### src/rtl/mem_read_arbiter.sv
// mem_read_arbiter: shares one AXI-style read channel among the icache refill,
// dcache refill and uncached load paths. Fixed priority unc > data > inst,
// with a starvation guard that lets a long-waiting inst fetch win. Line
// owners get a 4-beat aligned burst assembled into 128 bits; uncached loads
// get a single unaligned beat. An icache flush can drop an in-flight inst refill.
module mem_read_arbiter #(
  parameter int STARVE_LIMIT = 4,
  parameter int CNT_W        = 3
) (
  input  logic         clk,
  input  logic         rst,
  input  logic         inst_req_i,
  input  logic [31:0]  inst_addr_i,
  input  logic         inst_cancel_i,
  output logic         inst_ack_o,
  output logic         inst_rvalid_o,
  output logic [127:0] inst_rdata_o,
  input  logic         data_req_i,
  input  logic [31:0]  data_addr_i,
  output logic         data_ack_o,
  output logic         data_rvalid_o,
  output logic [127:0] data_rdata_o,
  input  logic         unc_req_i,
  input  logic [31:0]  unc_addr_i,
  output logic         unc_ack_o,
  output logic         unc_rvalid_o,
  output logic [31:0]  unc_rdata_o,
  output logic         mem_arvalid_o,
  output logic [31:0]  mem_araddr_o,
  output logic [7:0]   mem_arlen_o,
  input  logic         mem_arready_i,
  input  logic         mem_rvalid_i,
  input  logic [31:0]  mem_rdata_i,
  input  logic         mem_rlast_i,
  output logic         mem_rready_o,
  output logic         busy_o,
  output logic         proto_err_o
);

  typedef enum logic [1:0] {S_IDLE, S_ADDR, S_DATA} state_t;
  typedef enum logic [1:0] {OWN_INST, OWN_DATA, OWN_UNC} owner_t;

  localparam logic [CNT_W-1:0] STARVE_MAX = CNT_W'(STARVE_LIMIT);

  state_t           state_q, state_d;
  owner_t           owner_q, owner_d;
  logic [31:0]      araddr_q, araddr_d;
  logic [7:0]       arlen_q, arlen_d;
  logic [1:0]       beat_cnt_q, beat_cnt_d;
  logic             drop_q, drop_d;
  logic [CNT_W-1:0] starve_q, starve_d;
  logic             perr_q, perr_d;
  logic             inst_rv_q, inst_rv_d;
  logic             data_rv_q, data_rv_d;
  logic             unc_rv_q, unc_rv_d;
  logic [127:0]     inst_buf_q, data_buf_q;
  logic [31:0]      unc_buf_q;

  logic             grant;
  owner_t           grant_own;
  logic             any_req;
  logic             starve_win;
  logic             beat_acc;
  logic             beat_last;
  logic [6:0]       lane_lsb;

  assign any_req    = inst_req_i | data_req_i | unc_req_i;
  assign starve_win = inst_req_i && (starve_q >= STARVE_MAX);
  assign beat_acc   = (state_q == S_DATA) && mem_rvalid_i;
  assign beat_last  = beat_acc && mem_rlast_i;
  assign lane_lsb   = {beat_cnt_q, 5'd0};

  // Next-state, grant selection, request latching and bookkeeping.
  always_comb begin
    // NOTE: every signal driven here is given a default first, so no path
    // through the case leaves it unassigned and no latch is inferred.
    state_d    = state_q;
    owner_d    = owner_q;
    araddr_d   = araddr_q;
    arlen_d    = arlen_q;
    beat_cnt_d = beat_cnt_q;
    drop_d     = drop_q;
    starve_d   = starve_q;
    perr_d     = perr_q;
    grant      = 1'b0;
    grant_own  = OWN_INST;

    case (state_q)
      S_IDLE: begin
        if (!rst && any_req) begin
          grant = 1'b1;
          if (starve_win)      grant_own = OWN_INST;
          else if (unc_req_i)  grant_own = OWN_UNC;
          else if (data_req_i) grant_own = OWN_DATA;
          else                 grant_own = OWN_INST;
          owner_d    = grant_own;
          state_d    = S_ADDR;
          beat_cnt_d = 2'd0;
          case (grant_own)
            OWN_UNC: begin
              araddr_d = unc_addr_i;
              arlen_d  = 8'd0;
            end
            OWN_DATA: begin
              araddr_d = data_addr_i & 32'hFFFF_FFF0;
              arlen_d  = 8'd3;
            end
            default: begin
              araddr_d = inst_addr_i & 32'hFFFF_FFF0;
              arlen_d  = 8'd3;
            end
          endcase
        end
      end
      S_ADDR: begin
        if (mem_arready_i) state_d = S_DATA;
      end
      S_DATA: begin
        if (beat_acc) begin
          beat_cnt_d = beat_cnt_q + 2'd1;
          if (mem_rlast_i) begin
            state_d    = S_IDLE;
            beat_cnt_d = 2'd0;
            // The transfer still completes; the mismatch is only recorded.
            if (beat_cnt_q != arlen_q[1:0]) perr_d = 1'b1;
          end
        end
      end
      default: state_d = S_IDLE;
    endcase

    // Flush of the icache while it owns the channel: drain, but do not deliver.
    if ((state_q != S_IDLE) && (owner_q == OWN_INST) && inst_cancel_i) drop_d = 1'b1;
    if (beat_last) drop_d = 1'b0;

    // Count arbitrations that inst loses while it keeps asking.
    if (!inst_req_i)                              starve_d = '0;
    else if (grant && (grant_own == OWN_INST))    starve_d = '0;
    else if (grant && (starve_q < STARVE_MAX))    starve_d = starve_q + 1'b1;
  end

  // Completion pulses, registered so they land the cycle after the last beat.
  always_comb begin
    inst_rv_d = beat_last && (owner_q == OWN_INST) && !drop_q && !inst_cancel_i;
    data_rv_d = beat_last && (owner_q == OWN_DATA);
    unc_rv_d  = beat_last && (owner_q == OWN_UNC);
  end

  // Control state registers.
  always_ff @(posedge clk or posedge rst) begin
    if (rst) begin
      state_q    <= S_IDLE;
      owner_q    <= OWN_INST;
      araddr_q   <= '0;
      arlen_q    <= '0;
      beat_cnt_q <= '0;
      drop_q     <= 1'b0;
      starve_q   <= '0;
      perr_q     <= 1'b0;
      inst_rv_q  <= 1'b0;
      data_rv_q  <= 1'b0;
      unc_rv_q   <= 1'b0;
    end else begin
      // NOTE: sequential state uses non-blocking assignment so every register
      // samples the pre-edge value of every other register.
      state_q    <= state_d;
      owner_q    <= owner_d;
      araddr_q   <= araddr_d;
      arlen_q    <= arlen_d;
      beat_cnt_q <= beat_cnt_d;
      drop_q     <= drop_d;
      starve_q   <= starve_d;
      perr_q     <= perr_d;
      inst_rv_q  <= inst_rv_d;
      data_rv_q  <= data_rv_d;
      unc_rv_q   <= unc_rv_d;
    end
  end

  // Line/word assembly: each accepted beat lands in the owner's lane.
  always_ff @(posedge clk or posedge rst) begin
    // NOTE: these buffers are plain flops rather than a RAM, so they take the
    // reset and read back as zero until their owner's first beat.
    if (rst) begin
      inst_buf_q <= '0;
      data_buf_q <= '0;
      unc_buf_q  <= '0;
    end else if (beat_acc) begin
      case (owner_q)
        OWN_INST: inst_buf_q[lane_lsb +: 32] <= mem_rdata_i;
        OWN_DATA: data_buf_q[lane_lsb +: 32] <= mem_rdata_i;
        OWN_UNC:  unc_buf_q                  <= mem_rdata_i;
        default:  ;
      endcase
    end
  end

  assign inst_ack_o    = grant && (grant_own == OWN_INST);
  assign data_ack_o    = grant && (grant_own == OWN_DATA);
  assign unc_ack_o     = grant && (grant_own == OWN_UNC);
  assign inst_rvalid_o = inst_rv_q;
  assign data_rvalid_o = data_rv_q;
  assign unc_rvalid_o  = unc_rv_q;
  assign inst_rdata_o  = inst_buf_q;
  assign data_rdata_o  = data_buf_q;
  assign unc_rdata_o   = unc_buf_q;
  assign mem_arvalid_o = (state_q == S_ADDR);
  assign mem_araddr_o  = araddr_q;
  assign mem_arlen_o   = arlen_q;
  assign mem_rready_o  = (state_q == S_DATA);
  assign busy_o        = (state_q != S_IDLE);
  assign proto_err_o   = perr_q;

endmodule

### config.mk
export PLATFORM = sky130hd
export DESIGN_NAME = mem_read_arbiter
export DESIGN_NICKNAME = d
export VERILOG_FILES = /design/src/rtl/mem_read_arbiter.sv
export SDC_FILE = /design/constraint.sdc
export NUM_CORES = 1
export LEC_CHECK = 0
export BUFFER_PORTS_ARGS = -buffer_cell sky130_fd_sc_hd__clkbuf_2
export CORE_AREA = 2 2 185 187
export CTS_CLUSTER_DIAMETER = 120
export DETAILED_ROUTE_END_ITERATION = 6
export DIE_AREA = 0 0 187 189
export GPL_TIMING_DRIVEN = 0
export PLACE_DENSITY = 0.68
export SKIP_CTS_REPAIR_TIMING = 1
export SLEW_MARGIN = 10
export SYNTH_ARGS = -nofsm -noshare
export SYNTH_HDL_FRONTEND = slang
export SYNTH_SLANG_ARGS = --single-unit
### constraint.sdc
create_clock -name clk -period 14.2 [get_ports clk]
set_clock_uncertainty 0.1 [all_clocks]
set_input_delay 1.42 -clock clk [delete_from_list [all_inputs] [get_ports clk]]
set_output_delay 1.42 -clock clk [all_outputs]
set_load 0.02 [all_outputs]
==> run summary, run 1 <==
Vias/cell: 5.115
Setup WS post-layout: 9.800 ns
TritonCTS clock tree: built
final setup vio count: 0
synthesized area: 13810 um2
Least-Margin Pin Slew: 1.087 ns
row count: 67
synthesis-to-finish area growth: 30.28%
sequential area share after synthesis: 60.70%
RSZ-0062 raised after global routing: false
initial antenna violation count: 1
drt drc: 0
WP data required: 12.68 ns
layout cells sized above 1: 53.26%
Max Cap Viol: 0
WHS Path Cells: 1
routability cong.: 0.8465
Logic pwr share: 27.7%
Initial Utilization: 41.49%
CTS max path bufs: 3
crit path capture type: primary output
worst rel slew slack: 27.41%
kind of critical path: in2out
wire per inst: 20.64 um
gr ovfl total: 0
syn_area_per_cell: 13.82 um2
met1 GRT Util: 29.68%
Inst Count DP: 1914
commonest non-fill, non-tap cell in the layout: clkbuf_2
Hold Violations, Final: 0
highest clock rate: 0.2273 GHz
status: completed
chip height: 189 um
Pre-antenna DRT Iters: 4
commonest non-fill, non-tap cells in the layout: clkbuf_2, dfrtp_1, mux2_2, and2_1, a22o_1
hold crit path type: reg2reg
GR met3 Demand/Resource: 6.358%
number of routed nets with antenna violations: 0
clock buffers created by TritonCTS: 38
Post-Layout Cell Count: 1983
Clock Latency Late Sink: 0.51 ns
clock root buffer: clkbuf_16
Sw Share: 33.61%
Final Power: 0.003038 W
TritonCTS Sinks: 335
sequential share of power: 40.9%
# port buffers: 460
CP Launch Type: input port
vias in the first global route: 10600
Internal: 0.002017 W
worst-path fanout max: 10
R2R cell count: 7
Final Cycle Share: 30.98%
Pwr Density: 168.9 nW/um2
Die X: 187 um
WP data arrival: 2.88 ns
vias after detailed routing: 10140
pin count of the biggest net entering global routing: 124
Most Used Layer, Global Route: met2
CORE AREA: 33280 um2
I/O pins: 475
VDD IR max: 93.43 uV
Final min period: 4.400 ns
final core area utilization: 54.06%
Tot GR Track Use: 22.99%
max-slew violation total from the final report: 0
first-pass GRT wire length: 62.99 mm
Yosys Warn Count: 0
DP Wirelength: 29.81 mm
fin nets: 1650
Worst-path clk slew: 0.06 ns
synth unique cells: 40
Die Area: 35340 um2
Post-Synthesis Cells: 999
Yosys reg bits: 335
Post-Place Worst Slack: 9.796 ns
Detailed Route WL: 40.92 mm
initial DRC count: 378
leak pwr: 9.729 nW
P_sw: 0.001021 W
clock power share: 31.4%
H-tree depth: 2
grt met2 use: 37.69%
-- area by class of cell --
cell class | count | area, um2
clock buffer | 58 | 1156
multi-input combinational | 591 | 5070
antenna | 1 | 2.502
inverter | 9 | 41.29
fill | 2907 | 15290
clock inverter | 10 | 78.83
tap | 448 | 560.5
buffer | 69 | 341.6
timing repair buffer | 462 | 2357
sequential | 335 | 8383
-- cell usage after synthesis (all sizes together) --
library cell	number	area (um2)
mux2	252	2838
o32ai	1	8.760
nand3b	1	7.510
a21oi	4	20.02
nor3b	2	15.01
dfrtp	335	8383
buf	39	227.7
conb	1	3.750
nand2b	3	18.77
nor2	9	33.78
nand4bb	1	11.26
and3b	2	17.52
or4b	1	10.01
nor2b	2	12.51
nor4b	1	8.760
or3b	1	8.760
a22o	65	569.3
nor3	6	45.04
a31o	2	17.52
or3	2	12.51
o21ai	47	235.2
inv	9	33.78
or2	2	12.51
a22oi	28	210.2
ha	7	87.58
and3	1	6.260
clkbuf	30	113.9
and4bb	1	12.51
nand2	36	135.1
a31oi	1	6.260
nand4b	3	26.28
nand3	8	60.06
and2	96	600.6
-- power groups by stage --
stage	Sequential, W	Combinational (W)	Clock, W
floorplan	0.00145	0.000307	0
finish	0.00124	0.000840	0.000954
CTS	0.00124	0.000849	0.000975
global placement	0.00125	0.000836	0
detailed placement	0.00126	0.000848	0
global route	0.00127	0.000896	0.00102
-- through the flow --
stage	TNS [ns]	hold WS [ns]	instance area [um2]
final	0	0.3381	17990
after detailed placement	0	0.3283	16750
after floorplan	0	0.3095	13830
after CTS	0	0.3350	17990
after global routing	0	0.3691	17990
after global placement	-54.38	0.3184	16690
-- per-layer routing --
layer | up-vias | routed length, um
li1 | 4567 | -
met1 | 5106 | 17290
met2 | 392 | 19400
met3 | 79 | 2952
met4 | 0 | 1278
met5 | - | 0
-- flip-flops by register name, summed over array words and instances, names as in the netlist --
register,flops
beat_cnt_q,2
data_rdata_o,128
data_rvalid_o,1
drop_q,1
inst_rdata_o,128
inst_rvalid_o,1
mem_araddr_o,32
mem_arlen_o,1
owner_q,2
proto_err_o,1
starve_q,3
state_q,2
unc_rdata_o,32
unc_rvalid_o,1
-- critical path, cell delays in order --
cell      delay (ns)
clkbuf_2        0.10
or2_2           0.34
o21ai_0         0.36
clkbuf_1        0.40
nor2_1          0.08
clkbuf_2        0.19
-- worst paths after layout --
path	start	endpoint	slack, ns
setup / recovery	unc_req_i	data_ack_o	9.80
hold / removal	drop_q	inst_rvalid_o	0.34
setup reg to reg	beat_cnt_q[0]	inst_rdata_o[115]	11.21
hold reg to reg	drop_q	inst_rvalid_o	0.34
max in group asynchronous	rst	data_rdata_o[6]	12.01
min in group asynchronous	rst	starve_q[2]	0.94
-- kinds of logic after synthesis --
| logic type | count (synthesis) | share of synthesized area, % |
|---|---|---|
| flip-flops | 335 | 60.70 |
| multiplexers | 252 | 20.55 |
| AND/OR/NAND/NOR | 178 | 7.638 |
| AO/OA/AOI/OAI | 148 | 7.729 |
| buffers and inverters | 78 | 2.718 |
| adder cells (fa/ha/maj) | 7 | 0.6342 |
| other | 1 | 0.02716 |
Note: power is estimated with default switching activity, not from simulation.
==> inputs of run 2 (changes only) <==
==> constraint.sdc (replaced) <==
create_clock -name clk -period 4.3 [get_ports clk]
set_clock_uncertainty 0.1 [all_clocks]
set_input_delay 0.43 -clock clk [delete_from_list [all_inputs] [get_ports clk]]
set_output_delay 0.43 -clock clk [all_outputs]
set_load 0.02 [all_outputs]
==> run 2 against run 1 <==
Combinational power grew to 3.3 times the previous value. Setup slack worse by 8.3 ns. Critical path depth is 1 higher. Wire length is 0.29% lower. Count of clock-buffer cells in the layout is 1 lower. Sequential share of layout area is 0.34 points lower. Sequential power grew to 3.3 times the previous value. Cell count is 0.45% higher. Critical path type is now reg2reg. Largest power group unchanged. Highest routed layer is now met5.
==> run summary, run 2 (synthesis results as in run 1) <==
footprint of the multi-input gates: 5075 um2 (about the same)
clock buffers created by TritonCTS: 38 (unchanged)
WP data required: 4.66 ns (-8.02 ns)
Hold WS: 0.03202 ns (-0.3061 ns)
grt met2 use: 38.23% (+0.54 points)
vias after detailed routing: 10140 (-0.049%)
leak pwr: 9.772 nW (+0.44%)
chip height: 189 um (unchanged)
met1 GRT Util: 29.25% (-0.42 points)
highest clock rate: 0.3552 GHz
Least-Margin Pin Slew: 0.9509 ns (-0.1357 ns)
CORE AREA: 33280 um2 (unchanged)
vias in the first global route: 10670 (+0.64%)
Die X: 187 um (unchanged)
VDD IR max: 351.8 uV (+280%)
DP Wirelength: 30.43 mm (+2.1%)
H-tree depth: 2 (unchanged)
Die Area: 35340 um2 (unchanged)
TritonCTS clock tree: built
Pwr Density: 551.0 nW/um2 (+230%)
Most Used Layer, Global Route: met2
Detailed Route WL: 40.80 mm (-0.29%)
worst rel slew slack: 36.47% (+9.1 points)
Post-Layout Cell Count: 1992 (+0.45%)
number of routed nets with antenna violations: 0 (unchanged)
WHS Path Cells: 2 (+1)
drt drc: 0 (unchanged)
Initial Utilization: 41.49% (unchanged)
Final Cycle Share: 65.47%
final core area utilization: 54.46% (+0.40 points)
Layout fillers: 2958 (+1.8%)
Final min period: 2.815 ns
worst reg2reg startpoint: beat_cnt_q[0]
hold path start: mem_arready_i
commonest non-fill, non-tap cell in the layout: clkbuf_2
Pre-antenna DRT Iters: 4 (unchanged)
# port buffers: 460 (unchanged)
max-slew violation total from the final report: 0 (unchanged)
synthesis-to-finish area growth: 31.24%
Max Cap Viol: 0 (unchanged)
Vias/cell: 5.090 (-0.50%)
flip-flop and latch area: 8383 um2 (unchanged)
fin nets: 1661 (+0.67%)
Inst Count DP: 1923 (+0.47%)
I/O pins: 475 (unchanged)
sink of the worst hold path: state_q[0]
WP data arrival: 3.17 ns (+0.29 ns)
CP Launch Type: flop
reg2reg end: inst_rdata_o[115]
crit path capture type: flop
wire per inst: 20.48 um (-0.74%)
Final Power: 0.009986 W (+230%)
status: completed
RSZ-0062 raised after global routing: false
pin count of the biggest net entering global routing: 34 (-73%)
worst-path fanout max: 10 (unchanged)
r2r setup slk: 1.48 ns (-9.73 ns)
Tot GR Track Use: 23.00% (about the same)
initial antenna violation count: 2 (+1)
gr ovfl total: 0 (unchanged)
kind of critical path: reg2reg
GR met3 Demand/Resource: 6.191% (-0.17 points)
commonest non-fill, non-tap cells in the layout: clkbuf_2, dfrtp_1, mux2_2, and2_1, a22o_1
final setup vio count: 0 (unchanged)
initial DRC count: 453 (+20%)
TritonCTS Sinks: 335 (unchanged)
hold crit path type: in2reg
R2R cell count: 7 (unchanged)
Clock Latency Late Sink: 0.51 ns (about the same)
CTS max path bufs: 3 (unchanged)
row count: 67 (unchanged)
layout cells sized above 1: 53.01% (-0.25 points)
clock root buffer: clkbuf_16
routability cong.: 0.8321 (-1.7%)
Worst-path clk slew: 0.06 ns (about the same)
Hold Violations, Final: 0 (unchanged)
first-pass GRT wire length: 63.47 mm (+0.77%)
run 2: per-layer routing:
layer	up-vias	wire length, um
met5	-	13
met4	2	1311
met3	81	3081
met2	360	19600
met1	5119	16800
li1	4577	-
run 2: how the worst max path moves through the flow:
stage                             start                 to  slack, ns  cells past startpoint
after floorplan                     rst      beat_cnt_q[0]      -0.71                      1
after global placement              rst   data_rdata_o[98]      -2.65                      2
after detailed placement  beat_cnt_q[0]  data_rdata_o[115]       1.41                      7
after CTS                 beat_cnt_q[0]  inst_rdata_o[115]       1.39                      7
after global routing      beat_cnt_q[0]  inst_rdata_o[115]       1.22                      7
final                     beat_cnt_q[0]  inst_rdata_o[115]       1.48                      7
run 2: stage by stage:
stage	setup WS (ns)	TNS [ns]	instance area, um2
after floorplan	-0.7066	-236.71	13830
final	1.485	0	18120
after global placement	-2.646	-876.27	16690
after global routing	1.215	0	18120
after CTS	1.389	0	18100
after detailed placement	1.411	0	16930
run 2: layout make-up:
class                   count  share of cell area, %
clock inverters             9                 0.5592
inverters                   9                 0.2071
repair buffers            473                  14.07
flip-flops and latches    335                  46.25
diodes                      1                0.01381
plain buffers              69                  1.885
clock buffers              57                  5.916
well taps                 448                  3.093
multi-input cells         591                  28.00
run 2: power breakdown:
part / internal (W) / switching [W]
clock: 0.00179 / 0.00129
sequential: 0.00375 / 0.000356
combinational: 0.00107 / 0.00173
run 2: critical path, stage by stage (launching register included):
cell	delay (ns)
dfrtp_1	0.37
clkbuf_2	0.21
inv_1	0.09
ha_1	0.35
nor3b_1	0.78
clkbuf_1	0.43
and2_1	0.26
mux2_2	0.16
==> inputs of run 3 (changes only) <==
--- a/config.mk
+++ b/config.mk
@@ -6,12 +6,12 @@
 export NUM_CORES = 1
 export LEC_CHECK = 0
 export BUFFER_PORTS_ARGS = -buffer_cell sky130_fd_sc_hd__clkbuf_2
-export CORE_AREA = 2 2 185 187
+export CORE_AREA = 2 2 184 186
 export CTS_CLUSTER_DIAMETER = 120
 export DETAILED_ROUTE_END_ITERATION = 6
-export DIE_AREA = 0 0 187 189
+export DIE_AREA = 0 0 186 188
 export GPL_TIMING_DRIVEN = 0
-export PLACE_DENSITY = 0.68
+export PLACE_DENSITY = 0.71
 export SKIP_CTS_REPAIR_TIMING = 1
 export SLEW_MARGIN = 10
 export SYNTH_ARGS = -nofsm -noshare
==> constraint.sdc (replaced) <==
create_clock -name clk -period 2.4 [get_ports clk]
set_clock_uncertainty 0.1 [all_clocks]
set_input_delay 0.24 -clock clk [delete_from_list [all_inputs] [get_ports clk]]
set_output_delay 0.24 -clock clk [all_outputs]
set_load 0.02 [all_outputs]
==> run 3 against run 2 <==
The flow now finishes with violations (negative hold slack). Die area decreased by 1.1%. Flip-flop and latch count unchanged. Design area increased by 2.8%. Clock power increased by 85%.
==> run summary, run 3 (synthesis results as in run 1) <==
status: finished, violations left
failing checks: negative hold slack
initial antenna violation count: 2 (unchanged)
final setup vio count: 0 (unchanged)
crit path capture type: flop
layout cells sized above 1: 53.96% (+0.94 points)
wire per inst: 20.46 um (about the same)
TritonCTS Sinks: 335 (unchanged)
TritonCTS clock tree: built
Least-Margin Pin Slew: 0.7141 ns (-0.2368 ns)
fin nets: 1695 (+2.0%)
drt drc: 0 (unchanged)
max-slew violation total from the final report: 0 (unchanged)
highest clock rate: 0.4312 GHz
initial DRC count: 484 (+6.8%)
Clock Latency Late Sink: 0.51 ns (about the same)
Worst-path clk slew: 0.06 ns (about the same)
Initial Utilization: 41.70% (+0.21 points)
Die X: 186 um (-0.53%)
synthesis-to-finish area growth: 34.91%
worst-path fanout max: 10 (unchanged)
final core area utilization: 56.26% (+1.8 points)
leak pwr: 10.03 nW (+2.6%)
kind of critical path: in2reg
number of routed nets with antenna violations: 0 (unchanged)
clock root buffer: clkbuf_16
commonest non-fill, non-tap cells in the layout: clkbuf_2, dfrtp_1, mux2_2, and2_1, a22o_1
Die Area: 34970 um2 (-1.1%)
VDD IR max: 716.4 uV (+100%)
Hold WS: -0.02146 ns (-0.05348 ns)
commonest non-fill, non-tap cell in the layout: clkbuf_2
# port buffers: 460 (unchanged)
Inst Count DP: 1922 (-0.052%)
Tot GR Track Use: 23.40% (+0.40 points)
Pre-antenna DRT Iters: 4 (unchanged)
vias after detailed routing: 10320 (+1.8%)
CORE AREA: 33110 um2 (-0.50%)
worst rel slew slack: 52.39% (+16 points)
placement-stage cell area: 16910 um2 (-0.10%)
CP Launch Type: input port
r2r setup slk: 0.09 ns (-1.39 ns)
clock buffers created by TritonCTS: 37 (-2.6%)
routability cong.: 0.8451 (+1.6%)
Final Cell Area: 18630 um2 (+2.8%)
H-tree depth: 2 (unchanged)
WP data arrival: 2.61 ns (-0.56 ns)
I/O pins: 475 (unchanged)
Max Cap Viol: 0 (unchanged)
Final Cycle Share: 96.63%
Pwr Density: 981.1 nW/um2 (+78%)
Detailed Route WL: 41.48 mm (+1.7%)
Vias/cell: 5.091 (about the same)
Final min period: 2.319 ns
Hold Violations, Final: 16 (+16)
pin count of the biggest net entering global routing: 40 (+18%)
ANT cells: 0 (-1)
chip height: 188 um (-0.53%)
Post-Layout Cell Count: 2027 (+1.8%)
DP Wirelength: 30.31 mm (-0.39%)
WP data required: 2.69 ns (-1.97 ns)
vias in the first global route: 10630 (-0.39%)
Layout fillers: 2799 (-5.4%)
hold crit path type: in2reg
CTS max path bufs: 3 (unchanged)
gr ovfl total: 0 (unchanged)
row count: 67 (unchanged)
first-pass GRT wire length: 63.06 mm (-0.65%)
run 3: cell count changes in the layout (fill, tap and decap cells not counted), sizes merged, moves of 2 or more:
| cell | before | now |
|---|---|---|
| buf | 50 | 54 |
| clkbuf | 547 | 545 |
| clkinv | 4 | 7 |
| dlygate4sd3 | 2 | 34 |
run 3: report_power, final:
| group | switching (W) | internal [W] |
|---|---|---|
| combinational | 0.00316 | 0.00203 |
| clock | 0.00229 | 0.00342 |
| sequential | 0.000656 | 0.00672 |
| total | 0.00611 | 0.0122 |
run 3: final cells by class:
class,instances,area (um2),area share [%]
clock buffer,56,1107,5.944
timing repair buffer,509,2908,15.61
inverter,9,37.54,0.2015
tap,448,560.5,3.009
buffer,68,370.4,1.988
clock inverter,11,135.1,0.7253
multi-input combinational,591,5126,27.52
sequential,335,8386,45.01
run 3: worst max-delay path, stage by stage:
cell and delay, ns:
dlygate4sd3_1 0.53, clkbuf_2 0.15, nand2_1 0.09, and3b_1 0.20, ha_1 0.36, clkbuf_2 0.29
clkbuf_2 0.29, o21ai_0 0.16, mux2_2 0.29
run 3: path summary, 6_finish.rpt:
check	from	to	cells past startpoint
max reg2reg	beat_cnt_q[0]	data_rdata_o[25]	8
min reg2reg	drop_q	inst_rvalid_o	1
max	inst_req_i	mem_araddr_o[19]	9
max in group asynchronous	rst	data_rdata_o[36]	6
min in group asynchronous	rst	inst_rdata_o[115]	3
min	inst_addr_i[10]	mem_araddr_o[10]	4
run 3: metrics by stage:
step / setup TNS (ns) / total power (W) / setup slack, ns
after global routing: -0.05303 / 0.01914 / -0.02753
after global placement: -1495.11 / 0.01232 / -4.337
final: 0 / 0.01828 / 0.08090
after floorplan: -809.56 / 0.01042 / -2.417
after CTS: -61.18 / 0.01824 / -0.5995
after detailed placement: -59.48 / 0.01247 / -0.6283
run 3: layer usage:
layer,vias to the layer above,part of all wire [%],GRT usage [%]
li1,4649,-,-
met2,358,49,38.73
met5,-,0.039,0
met3,64,6.9,5.671
met4,2,2.6,6.905
met1,5246,42,30.41
